[src/rtl/channel_scanner_if.sv]
// Bus bundle for channel_scanner: channel data and control in,
// registered selection (data, index, one-hot, flags) out.
interface channel_scanner_if #(
    parameter int CH = 4,
    parameter int W  = 1
);
    localparam int SW = $clog2(CH);

    logic [CH*W-1:0] x;
    logic [SW-1:0]   s;
    logic            mode;
    logic            en;
    logic [W-1:0]    y;
    logic [SW-1:0]   sel;
    logic [CH-1:0]   onehot;
    logic            valid;
    logic            wrap;

    // Producer side: drives channel data and control, observes the selection
    modport master (
        output x, s, mode, en,
        input  y, sel, onehot, valid, wrap
    );

    // Scanner side
    modport slave (
        input  x, s, mode, en,
        output y, sel, onehot, valid, wrap
    );
endinterface

[src/rtl/channel_scanner.sv]
// channel_scanner: registered N-channel selector with manual and
// round-robin scan modes. Mux and one-hot decode are merged: each lane
// compares the next index against its own number, and the lane hits form
// the one-hot while the masked lane data OR together into the output word.

// One lane: decodes its own hit and gates its data word onto the OR tree.
module channel_scanner_lane #(
    parameter int W   = 1,
    parameter int SW  = 2,
    parameter int IDX = 0
) (
    input  logic [SW-1:0] nsel,
    input  logic [W-1:0]  xd,
    output logic          hit,
    output logic [W-1:0]  md
);
    assign hit = (nsel == SW'(IDX));
    assign md  = hit ? xd : '0;
endmodule

module channel_scanner #(
    parameter  int CH    = 4,
    parameter  int W     = 1,
    parameter  int DWELL = 4,
    localparam int SW    = $clog2(CH),
    localparam int CW    = (DWELL > 1) ? $clog2(DWELL) : 1
) (
    input  logic              clk,
    input  logic              rst,
    channel_scanner_if.slave  bus
);
    logic [SW-1:0]         sel_q;
    logic [CW-1:0]         cnt_q;
    logic [W-1:0]          y_q;
    logic [CH-1:0]         onehot_q;
    logic                  valid_q;
    logic                  wrap_q;

    logic [SW-1:0]         nxt_sel;
    logic [CW-1:0]         nxt_cnt;
    logic                  nxt_wrap;

    logic [CH-1:0]         lane_hit;
    logic [CH-1:0][W-1:0]  lane_md;
    logic [W-1:0]          y_nxt;

    // Next channel: manual follows s; scan steps after DWELL enabled cycles.
    // CH is a power of two, so the SW-bit increment wraps CH-1 -> 0 for free.
    always_comb begin
        nxt_sel  = sel_q;
        nxt_cnt  = cnt_q;
        nxt_wrap = 1'b0;
        if (!bus.mode) begin
            nxt_sel = bus.s;
            nxt_cnt = '0;
        end else if (cnt_q == CW'(DWELL - 1)) begin
            nxt_sel  = sel_q + SW'(1);
            nxt_cnt  = '0;
            nxt_wrap = (sel_q == SW'(CH - 1));
        end else begin
            nxt_cnt = cnt_q + CW'(1);
        end
    end

    // Per-channel decode/gate, evaluated on the index about to be registered
    // so data, index and one-hot always land together.
    for (genvar k = 0; k < CH; k++) begin : g_lane
        channel_scanner_lane #(
            .W   (W),
            .SW  (SW),
            .IDX (k)
        ) u_lane (
            .nsel (nxt_sel),
            .xd   (bus.x[k*W +: W]),
            .hit  (lane_hit[k]),
            .md   (lane_md[k])
        );
    end

    // OR-reduce the gated lanes; exactly one lane is non-masked.
    always_comb begin
        y_nxt = '0;
        for (int k = 0; k < CH; k++) y_nxt = y_nxt | lane_md[k];
    end

    // State and output registers; disabled cycles freeze sel/cnt/y and
    // drop the qualifiers so consumers see no stale channel.
    always_ff @(posedge clk) begin
        if (rst) begin
            sel_q    <= '0;
            cnt_q    <= '0;
            y_q      <= '0;
            onehot_q <= '0;
            valid_q  <= 1'b0;
            wrap_q   <= 1'b0;
        end else if (bus.en) begin
            sel_q    <= nxt_sel;
            cnt_q    <= nxt_cnt;
            y_q      <= y_nxt;
            onehot_q <= lane_hit;
            valid_q  <= 1'b1;
            wrap_q   <= nxt_wrap;
        end else begin
            onehot_q <= '0;
            valid_q  <= 1'b0;
            wrap_q   <= 1'b0;
        end
    end

    assign bus.y      = y_q;
    assign bus.sel    = sel_q;
    assign bus.onehot = onehot_q;
    assign bus.valid  = valid_q;
    assign bus.wrap   = wrap_q;
endmodule

[src/flat_wrapper.sv]
// flat-port wrapper written by rule: the top's interface ports become plain ports
module channel_scanner_flat 
#(
    parameter  int CH    = 4,
    parameter  int W     = 1,
    parameter  int DWELL = 4,
    localparam int SW    = $clog2(CH),
    localparam int CW    = (DWELL > 1) ? $clog2(DWELL) : 1
)
  (clk, rst, bus_x, bus_s, bus_mode, bus_en, bus_y, bus_sel, bus_onehot, bus_valid, bus_wrap);
  channel_scanner_if #(.CH(CH), .W(W)) bus_i ();
  input  logic clk;
  input  logic rst;
  input wire logic [$bits(bus_i.x)-1:0] bus_x;
  input wire logic [$bits(bus_i.s)-1:0] bus_s;
  input wire logic [$bits(bus_i.mode)-1:0] bus_mode;
  input wire logic [$bits(bus_i.en)-1:0] bus_en;
  output wire logic [$bits(bus_i.y)-1:0] bus_y;
  output wire logic [$bits(bus_i.sel)-1:0] bus_sel;
  output wire logic [$bits(bus_i.onehot)-1:0] bus_onehot;
  output wire logic [$bits(bus_i.valid)-1:0] bus_valid;
  output wire logic [$bits(bus_i.wrap)-1:0] bus_wrap;
  assign bus_i.x = bus_x;
  assign bus_i.s = bus_s;
  assign bus_i.mode = bus_mode;
  assign bus_i.en = bus_en;
  assign bus_y = bus_i.y;
  assign bus_sel = bus_i.sel;
  assign bus_onehot = bus_i.onehot;
  assign bus_valid = bus_i.valid;
  assign bus_wrap = bus_i.wrap;
  channel_scanner #(.CH(CH), .W(W), .DWELL(DWELL)) u_core (.clk(clk), .rst(rst), .bus(bus_i));
endmodule
[config.mk]
export PLATFORM = sky130hd
export DESIGN_NAME = channel_scanner_flat
export DESIGN_NICKNAME = d
export VERILOG_FILES = /design/src/rtl/channel_scanner_if.sv /design/src/rtl/channel_scanner.sv /design/src/flat_wrapper.sv
export SDC_FILE = /design/constraint.sdc
export NUM_CORES = 1
export LEC_CHECK = 0
export BUFFER_PORTS_ARGS = -buffer_cell sky130_fd_sc_hd__buf_4
export CORE_AREA = 2 2 39 41
export DETAILED_ROUTE_END_ITERATION = 10
export DIE_AREA = 0 0 41 43
export PLACE_DENSITY = 0.58
export SETUP_SLACK_MARGIN = 0.4
export SLEW_MARGIN = 25
export SYNTH_ARGS = -nofsm -noshare
export SYNTH_HDL_FRONTEND = slang
export SYNTH_SLANG_ARGS = --single-unit
[constraint.sdc]
create_clock -name clk -period 2.63 [get_ports clk]
set_clock_uncertainty 0.2 [all_clocks]
set_input_delay 0.263 -clock clk [delete_from_list [all_inputs] [get_ports clk]]
set_output_delay 0.263 -clock clk [all_outputs]
set_load 0.005 [all_outputs]
**After elaboration in Yosys (flattened, before gate mapping)**

Cells that the tools add are included.

- Register bits: 11
- Latch bits: 0
- Bits in writable memories: 0
- Memory bits (read-only): 0
- Input port bits: 10
- Memories kept: 0

- Add/subtract/negate cells: 2
- $mul: 0
- Divide/modulo/power cells: 0
- Order comparisons: 0
- Equality and inequality tests: 5
- Shifts and indexed selects: 0
- Mux-type cells: 9
- Bitwise operators: 6
- Reduce and logical (&&, ||, !) cells: 3

Operator list:

| kind | count |
|---|---|
| $eq 2x2->1 const B | 4 |
| $mux 2 | 4 |
| $mux 1 | 5 |
| $add 2x1->2 const B | 2 |
| $reduce_or 4->1 | 1 |
| $not 1->1 | 3 |
| $or 1x1->1 | 3 |
| $eq 2x1->1 const B | 1 |
| $logic_not 2->1 | 1 |
| $reduce_or 2->1 | 1 |

**Depth between registers and ports, before layout**

Gate-level depths: netlist (run 1).

- Depth in word-level cells: 8
- Depth in mapped cells: 5
- Depth with buffers taken out: 5

**By module**

From an unflattened synthesis (run 1), not the netlist that was laid out.

- Cells, all modules: 56
- Area, all modules: 569.3 um2

Modules (own cells, without submodules):

| module | instances | cells an instance | area an instance (um2) |
|---|---|---|---|
| channel_scanner | 1 | 48 | 510.5 |
| channel_scanner_lane (u_core.g_lane[1].u_lane ...) | 2 | 2 | 15.0 |
| channel_scanner_lane (u_core.g_lane[0].u_lane) | 1 | 2 | 16.3 |
| channel_scanner_lane (u_core.g_lane[3].u_lane) | 1 | 2 | 12.5 |

**Least setup slack after synthesis (run 1)**

OpenSTA, ideal clock, no wires.

- Path type: register to register
- Start: register u_core.sel_q[0] (netlist: u_core.bus.sel[0])
- End: register u_core.y_q (netlist: u_core.bus.y)
- Setup time: 0.133 ns
- Arrival time: 1.247 ns
- Slack: 1.050 ns
- Cell stages (with the launch flop): 6
- Path buffers: 0
- Clock period less this slack: 1.580 ns
- Cells stage by stage: dfxtp_1 ha_1 mux2i_1 a21oi_2 mux2i_1 o221ai_1

- Word-level cells in the longest chain between the ends: 8
- Elaborated cells between the ends (all ways): 14
- Classes of those cells: add/sub: 1; eq/ne: 3; mux: 6; bitwise: 3; reduce/logical: 1

Ends and longest elaborated chain:

| item | RTL line | text |
|---|---|---|
| start: declaration | channel_scanner.sv:32 | `logic [SW-1:0] sel_q;` |
| start signal: assignment | channel_scanner.sv:97 | `sel_q <= nxt_sel;` |
| $add 2x1->2 | channel_scanner.sv:57 | `nxt_sel = sel_q + SW'(1);` |
| $mux 2 (*) | channel_scanner.sv:56 | `end else if (cnt_q == CW'(DWELL - 1)) begin` |
| $mux 2 (*) | channel_scanner.sv:53 | `if (!bus.mode) begin` |
| $eq 2x1->1 or $logic_not 2->1 (tied branches) | channel_scanner.sv:17 | `assign hit = (nsel == SW'(IDX));` |
| $mux 1 | channel_scanner.sv:18 | `assign md = hit ? xd : '0;` |
| $or 1x1->1 (2 in a row) | channel_scanner.sv:83 | `for (int k = 0; k < CH; k++) y_nxt = y_nxt \| lane_md[k];` |
| $or 1x1->1 (*) | channel_scanner.sv:83 |  |
| end signal: assignment | channel_scanner.sv:99 | `y_q <= y_nxt;` |
| end: declaration | channel_scanner.sv:34 | `logic [W-1:0] y_q;` |

Every way passes the cells marked *; elsewhere a longest branch is shown, timed or not.
A chain may end at the register's enable or synchronous reset.

**Final worst setup path (run 1)**

Same ends and word-level chain as after synthesis.

==> metrics.txt, run 1 <==
outcome finished, final reports clean; Syn Std Cell Area 445 sq um; HP Class primary input to register; clk_lat worst skew 260 ps; kind of critical path register to register; vias post-DR 364; leakage power 0.293 nW; slew margin rel. 0.838; clock sinks 11; Yosys Warn Count 0; FP Rows 14; gp weighted congestion 0.700; area growth from synthesis to layout 40.7%; # DRC 0; vias in the first global route 324; Critical Path RT 2570 ps; initial antenna violation count 0; final setup vio count 0; I/O pins 19; Post-Synth XOR/XNOR Area 0.0197; Synth Area in Simple Gates 0.188; IO Port Bufs 18; Final Hold Fails 0; critical path startpoint category register; pwr dens 543 nW/um^2; WL/cell 9.94 um; Total GRT Usage 0.118; die area ~1800 sq um; most common library cells after synthesis dfxtp_1, nor2_1, mux2i_1; # diodes 0; Worst Tran Pin Value 236 ps; first drt pass iteration count 4; Synth Area in Compound Gates 0.0815; fin cells just over 80; first-pass GRT wire length 1.36 mm; postcts setup bufs 0; H-tree depth 1; Initial DRC Count 7; Synth cell types 18; cts repair resizes 0; Pins Over Slew Limit 0; ys flop type dfxtp_1; grt ovf 0; Seq/Total Area, Yosys 0.494; pin count of the biggest net entering global routing 9; Nets 78; Synth area leader dfxtp_1; Critical Path Fanout Max 5; DRT Wirelength a little over 800 um; unrepaired setup endpoints after global routing no; CTS Root Buffer Type clkbuf_4; Die H 43 um; Via density 4.49; crit path time final 1660 ps; Async S/R FF share, synth 0; Antenna Violating Nets Remaining 0; Cells after DPL 76; Design Area, Final 627 sq um; Worst Setup End Kind register; Tcrit/Tclk final 0.632; mux contribution to synthesized area 0.138; arrival time worst endpoint 1600 ps; Min Hold Slack 109 ps; most common cell in the netlist dfxtp_1; Syn Nets 56; Core Footprint 1380 sq um; syn_area_per_cell 10.1 sq um; Post-DP Area approximately 590 sq um; Max Freq 602 MHz; Post-synth EDFFs 0; post-synth top area share 0.494; number of synthesized register bits 11; worst vdd ir 241 uV; Clock Pin Slew Worst Setup and Hold Paths approximately 70 ps; share of post-route cells with drive strength above 1 0.400; top cells by area, synth dfxtp_1, mux2i_1, nor2_1, ha_1, nand2b_1; CTS buffer count 3; Post-Synth Adder-Cell Area 0.0562; Max clock buf depth 2; max cap viols 0; main combinational cell family by area after synthesis simple AND/OR/NAND/NOR gates; post-route setup TNS 0 ps; Syn Inst Count 44; initial core utilization 0.322; CTS tree built; Die Width 41 um
==> placed cells by master, fill, tap and decap left out, types with 2 or more instances in the layout <==
cell,synthesis,layout
mux2i_1,5,5
buf_4,0,18
clkbuf_4,0,3
a21oi_1,2,2
nand2_1,2,2
nand2b_1,2,2
nor2_1,9,9
ha_1,2,2
dfxtp_1,11,11
==> routing by layer <==
| layer | track usage | share of wire | routed length, um |
|---|---|---|---|
| met1 | 0.156 | 0.47 | 379 |
| met2 | 0.141 | 0.45 | 363 |
| met3 | 0.0471 | 0.052 | 42 |
| met4 | 0.100 | 0.026 | 21 |
| met5 | 0 | 0 | 0 |
==> cell families (layout without fill, tap and decap cells) <==
group,after synthesis,in the layout
buffers and inverters,2,23
DFF,11,11
adders and majority gates,2,2
muxes,6,6
and+or+nand+nor,17,17
AOI/OAI and AO/OA,5,5
xor gates and xnor gates,1,1
==> power by group <==
part | total (mW) | internal (mW) | switching [mW]
sequential | 0.179 | 0.174 | 0.00444
combinational | 0.0506 | 0.0299 | 0.0206
clock | 0.111 | 0.0586 | 0.0523
total | 0.340 | 0.263 | 0.0774
==> sequential cells by signal, indices dropped and copies added, names as in the netlist <==
name               flops
u_core.cnt_q           2
u_core.bus.y           1
u_core.bus.valid       1
u_core.bus.sel         2
u_core.bus.onehot      4
u_core.bus.wrap        1
==> final cells by class <==
type	count	area, sq um
tap	16	20.0
fill	146	757
timing repair buffer	19	145
sequential	11	220
multi-input combinational	31	215
clock buffer	4	26.3
==> through the flow <==
| step | utilization | setup slack [ps] | power (mW) |
|---|---|---|---|
| final | 0.453 | 968 | 0.340 |
| after global routing | 0.453 | 813 | 0.364 |
| after CTS | 0.453 | 965 | 0.347 |
| after detailed placement | 0.427 | 975 | 0.232 |
| after global placement | 0.427 | 1000 | 0.233 |
| after floorplan | - | 1050 | 0.208 |
==> what timing repair did <==
item / in CTS / in global routing
hold endpoints to repair: 4 / 0
hold buffers: 1 / 0
setup endpoints to repair: 0 / 0
==> final timing paths <==
| path | startpoint | to | slack (ps) | cells past startpoint |
|---|---|---|---|---|
| max | u_core.bus.sel[0] | u_core.bus.y | 970 | 5 |
| min | bus_en | u_core.cnt_q[1] | 110 | 3 |
| max reg2reg | u_core.bus.sel[0] | u_core.bus.y | 970 | 5 |
| min reg2reg | u_core.cnt_q[1] | u_core.cnt_q[1] | 280 | 2 |
==> worst max-delay path: stages (launching register included) <==
cell      delay [ps]
dfxtp_1          340
ha_1             280
mux2i_1          100
a21oi_2          280
mux2i_1          210
o221ai_1         120
No activity file was read; power rests on OpenSTA's default activity.
==> run 2: changes to the inputs <==
- clock period: 2.63 -> 1.65 ns (I/O delays scaled with it)
==> run 2 against run 1 <==
Compared with the run above:
- worst setup slack lost 880 ps
- via count up 17%
- count of clock-buffer cells in the layout is the same
- sequential share of layout area down 7.3 points
- worst hold slack got worse by 100 ps
- global-route usage grew 4.1 points
- non-clock buffer count is 14 higher
- register-to-register slack worse by 880 ps
- final area grew 32%
- critical endpoint unchanged
==> metrics.txt, run 2 (synthesis gave the netlist of run 1 again) <==
Post-DP Area 637 sq um (was 591 sq um); Worst Setup End Kind register (unchanged); Via density 4.48 (was 4.49); CP Launch Point u_core.bus.sel[0] (unchanged); outcome finished, final reports clean (unchanged); commonest non-fill, non-tap cell in the layout buf_4 (unchanged); Place WS 62.1 ps (was 975 ps); Tcrit/Tclk final 0.947 (was 0.632); uppermost layer routed met4 (unchanged); Final Hold Fails 0 (unchanged); Worst Tran Pin Value 243 ps (was 236 ps); CTS Root Buffer Type clkbuf_4 (unchanged); final setup vio count 0 (unchanged); vias post-DR 426 (was 364); WL/cell 11.4 um (was 9.94 um); first-pass GRT wire length 1.76 mm (was 1.36 mm); metal2 WL 544 um (was 363 um); area growth from synthesis to layout 85.4% (was 40.7%); commonest non-fill, non-tap cells in the layout buf_4, nor2_1, dlygate4sd3_1 (was buf_4, dfxtp_1, nor2_1); FP Rows 14 (unchanged); # diodes 0 (unchanged); Total GRT Usage 0.159 (was 0.118); max cap viols 0 (unchanged); first drt pass iteration count 3 (was 4); met3 wire len 69 um (was 42 um); worst hold path startpoint rst (was bus_en); leakage power 0.367 nW (was 0.293 nW); Fillers 124 (was 146); CP bufs+invs 0 (unchanged); # DRC 0 (unchanged); vias in the first global route 407 (was 324); final setup margin 86.7 ps (was 968 ps); Die H 43 um (unchanged); critical path startpoint category register (unchanged); initial core utilization 0.322 (unchanged); max reg flops 4 (unchanged); HP Class primary input to register (unchanged); DP HPWL approximately 630 um; Top delay family on crit path flip-flops (was compound AO/OA/AOI/OAI gates); Design Area, Final 826 sq um (was 627 sq um); CTS tree built (unchanged); Max Freq 640 MHz (was 602 MHz); CTS buffer count 3 (unchanged); worst vdd ir 517 uV (was 241 uV); arrival time worst endpoint 1510 ps (was 1600 ps); clock sinks 11 (unchanged); pin count of the biggest net entering global routing 9 (unchanged); crit path time final 1560 ps (was 1660 ps); Max clock buf depth 2 (unchanged); gp weighted congestion 0.652 (was 0.700); IO Port Bufs 18 (unchanged); clk_lat worst skew 270 ps (was 260 ps); DRT Wirelength 1.08 mm (was 805 um); met1 wire length 434 um (was 379 um); slew margin rel. 0.837 (was 0.838); die area 1760 sq um (unchanged); Critical Path RT 1600 ps (was 2570 ps); share of post-route cells with drive strength above 1 0.570 (was 0.400); grt ovf 0 (unchanged); r2r startpoint u_core.bus.sel[0] (unchanged); Core Footprint 1380 sq um (unchanged); Critical Path Fanout Max 4 (was 5); Nets 92 (was 78); Antenna Violating Nets Remaining 0 (unchanged); unrepaired setup endpoints after global routing yes (was no); initial antenna violation count 0 (unchanged); Initial DRC Count 6 (was 7); I/O pins 19 (unchanged); Clock Pin Slew Worst Setup and Hold Paths 70 ps (about the same); Die Width 41 um (unchanged); post-route setup TNS 0 ps (unchanged); Max stage delay on crit path 350 ps (was 340 ps); pwr dens 732 nW/um^2 (was 543 nW/um^2); kind of critical path register to register (unchanged); Worst path slowest cell dfxtp_4 (was dfxtp_1); crit-path cells ha_4, mux2i_2, a21oi_2, mux2i_1, o221ai_1 (was ha_1, mux2i_1, a21oi_2, mux2i_1, o221ai_1); H-tree depth 1 (unchanged); Pins Over Slew Limit 0 (unchanged)
run 2: path summary, 6_finish.rpt:
kind,to,slack [ps],depth (start not counted)
worst max-delay path,u_core.bus.y,90,5
worst min-delay path,u_core.bus.onehot[2],6,4
worst max register to register,u_core.bus.y,90,5
worst min register to register,u_core.cnt_q[1],290,2
run 2: repair_timing:
action	in CTS	in global routing
endpoints found under the setup margin	7	10
pin swaps	5	1
hold buffers	8	0
gates resized for setup	2	5
setup buffers	5	2
endpoints found under the hold margin	6	0
run 2: final cells by class:
| class | instances | area [sq um] | area share |
|---|---|---|---|
| Clock buffer | 4 | 26.3 | 0.0318 |
| Multi-Input combinational cell | 31 | 274 | 0.332 |
| Sequential cell | 11 | 230 | 0.279 |
| Tap cell | 16 | 20.0 | 0.0242 |
| Timing Repair Buffer | 33 | 275 | 0.333 |
run 2: routing by layer:
metal  vias to the layer above  track usage
met5                         -            0
met4                         0        0.100
met3                         4       0.0838
met2                        11        0.225
met1                       191        0.177
li1                        220            -
run 2: stage by stage:
| stage | power [mW] | utilization | hold WS, ps | instances |
|---|---|---|---|---|
| after floorplan | 0.340 | - | 26.7 | 44 |
| after global placement | 0.379 | 0.460 | 176 | 76 |
| after detailed placement | 0.379 | 0.460 | 171 | 76 |
| after CTS | 0.600 | 0.571 | 8.35 | 93 |
| after global routing | 0.642 | 0.597 | 5.43 | 95 |
| final | 0.605 | 0.597 | 6.03 | 95 |
run 2: power breakdown:
| part | internal, mW | switching [mW] | leakage, nW | total (mW) |
|---|---|---|---|---|
| clock network | 0.0938 | 0.0948 | 0.0150 | 0.189 |
| registers | 0.277 | 0.00731 | 0.0922 | 0.285 |
| logic | 0.0846 | 0.0469 | 0.260 | 0.131 |
| total | 0.456 | 0.149 | 0.367 | 0.605 |
run 2: worst reg2reg max path, delay by kind of cell (launching register included):
kind / cells / cell delay, ps
mux: 2 / 280
flops: 1 / 350
compound gates: 2 / 350
fa+ha+maj: 1 / 260
==> run 3: changes to the inputs <==
- CTS_BUF_LIST: default -> sky130_fd_sc_hd__clkbuf_4
==> run 3 against run 2 <==
Compared with the run above:
- sequential cell count did not move
- register-to-register slack barely moved
- sequential share of layout area barely moved
- final area fell by 0.15%
- non-clock buffer count fell by 1
- core utilization fell by 0.090 points
- fmax fell by 0.94%
- die area did not move
- routed wire length fell by 0.37%
- first-iteration DRC count fell by 67%
==> metrics.txt, run 3 (synthesis gave the netlist of run 1 again) <==
CTS Root Buffer Type clkbuf_4 (unchanged); CTS buffer count 3 (unchanged); Fillers 113 (was 124); met1 wire length 443 um (was 434 um); Critical Path Fanout Max 4 (unchanged); WL/cell 11.4 um (about the same); DP HPWL 634 um (unchanged); kind of critical path register to register (unchanged); # diodes 0 (unchanged); unrepaired setup endpoints after global routing yes (unchanged); first drt pass iteration count 2 (was 3); Final Hold Fails 0 (unchanged); DRT Wirelength 1.08 mm (about the same); Die H 43 um (unchanged); grt ovf 0 (unchanged); Critical Path RT 1600 ps (about the same); Max Freq 634 MHz (was 640 MHz); leakage power 0.367 nW (about the same); Die Width 41 um (unchanged); I/O pins 19 (unchanged); share of post-route cells with drive strength above 1 0.577 (was 0.570); slew margin rel. 0.733 (was 0.837); FP Rows 14 (unchanged); # DRC 0 (unchanged); clk_lat worst skew 270 ps (about the same); max cap viols 0 (unchanged); pwr dens 753 nW/um^2 (was 732 nW/um^2); Clock Pin Slew Worst Setup and Hold Paths 70 ps (about the same); met3 wire len 70 um (was 69 um); vias post-DR 423 (was 426); Pwr Total 0.621 mW (was 0.605 mW); IO Port Bufs 18 (unchanged); CTS tree built (unchanged); H-tree depth 1 (unchanged); metal2 WL 533 um (was 544 um); Max clock buf depth 2 (unchanged); clock sinks 11 (unchanged); Nets 91 (was 92); Worst Setup End Kind register (unchanged); max reg flops 4 (unchanged); post-route setup TNS 0 ps (unchanged); Core Footprint 1380 sq um (unchanged); Place WS 62.1 ps (unchanged); initial antenna violation count 0 (unchanged); commonest non-fill, non-tap cell in the layout buf_4 (unchanged); Total GRT Usage 0.155 (was 0.159); Tcrit/Tclk final 0.956 (was 0.947); final setup vio count 0 (unchanged); uppermost layer routed met4 (unchanged); die area 1760 sq um (unchanged); arrival time worst endpoint 1520 ps (was 1510 ps); commonest non-fill, non-tap cells in the layout buf_4, nor2_1, dlygate4sd3_1, dfxtp_1 (was buf_4, nor2_1, dlygate4sd3_1); Pins Over Slew Limit 0 (unchanged); worst vdd ir 609 uV (was 517 uV); Initial DRC Count 2 (was 6); vias in the first global route 381 (was 407); outcome finished, final reports clean (unchanged); pin count of the biggest net entering global routing 9 (unchanged); Antenna Violating Nets Remaining 0 (unchanged); Worst Tran Pin Value 400 ps (was 243 ps); gp weighted congestion 0.652 (unchanged); initial core utilization 0.322 (unchanged); final setup margin 71.8 ps (was 86.7 ps); area growth from synthesis to layout 85.1% (was 85.4%); Via density 4.50 (was 4.48); HP Class primary input to register (unchanged); first-pass GRT wire length 1.68 mm (was 1.76 mm); critical path startpoint category register (unchanged); crit path time final 1580 ps (was 1560 ps)
run 3: report_power, final:
group	leakage (nW)	switching, mW	total, mW	internal, mW
clock network	0.0184	0.0939	0.204	0.110
registers	0.0922	0.00802	0.285	0.277
logic	0.256	0.0469	0.131	0.0845
total	0.367	0.149	0.621	0.472
run 3: layout make-up:
class	count	area (sq um)	area share
repair buffers	32	273	0.331
clock buffers	4	30.0	0.0364
well taps	16	20.0	0.0243
flip-flops and latches	11	230	0.279
multi-input cells	31	272	0.329
run 3: path summary, 6_finish.rpt:
kind | from | end | slack [ps] | cells after the start
hold / removal | bus_mode | u_core.cnt_q[1] | 20 | 3
setup / recovery | u_core.bus.sel[1] | u_core.bus.y | 70 | 5
hold reg to reg | u_core.cnt_q[1] | u_core.cnt_q[1] | 290 | 2
setup reg to reg | u_core.bus.sel[1] | u_core.bus.y | 70 | 5
run 3: repair_timing:
action	in CTS	in global routing
gates resized for setup	2	6
hold buffers	7	0
endpoints found under the setup margin	7	9
setup buffers	5	2
pin swaps	5	1
endpoints found under the hold margin	6	0
run 3: through the flow:
| step | instance area (sq um) | std cells | hold WS [ps] | utilization |
|---|---|---|---|---|
| 5_1_grt | 825 | 94 | 11.8 | 0.596 |
| 3_5_place_dp | 637 | 76 | 171 | 0.460 |
| 2_1_floorplan | 492 | 44 | 26.7 | - |
| 6_report | 825 | 94 | 20.9 | 0.596 |
| 3_3_place_gp | 637 | 76 | 176 | 0.460 |
| 4_1_cts | 785 | 92 | 12.8 | 0.567 |
run 3: routing by layer:
layer,up-vias,global-route usage
met4,0,0.100
li1,218,-
met2,11,0.216
met1,190,0.175
met3,4,0.0838
met5,-,0
run 3: critical path, stage by stage, from the launching register on:
cell and delay (ps):
dfxtp_4 360, ha_4 250, mux2i_2 70, a21oi_2 230, mux2i_1 220, o221ai_1 130
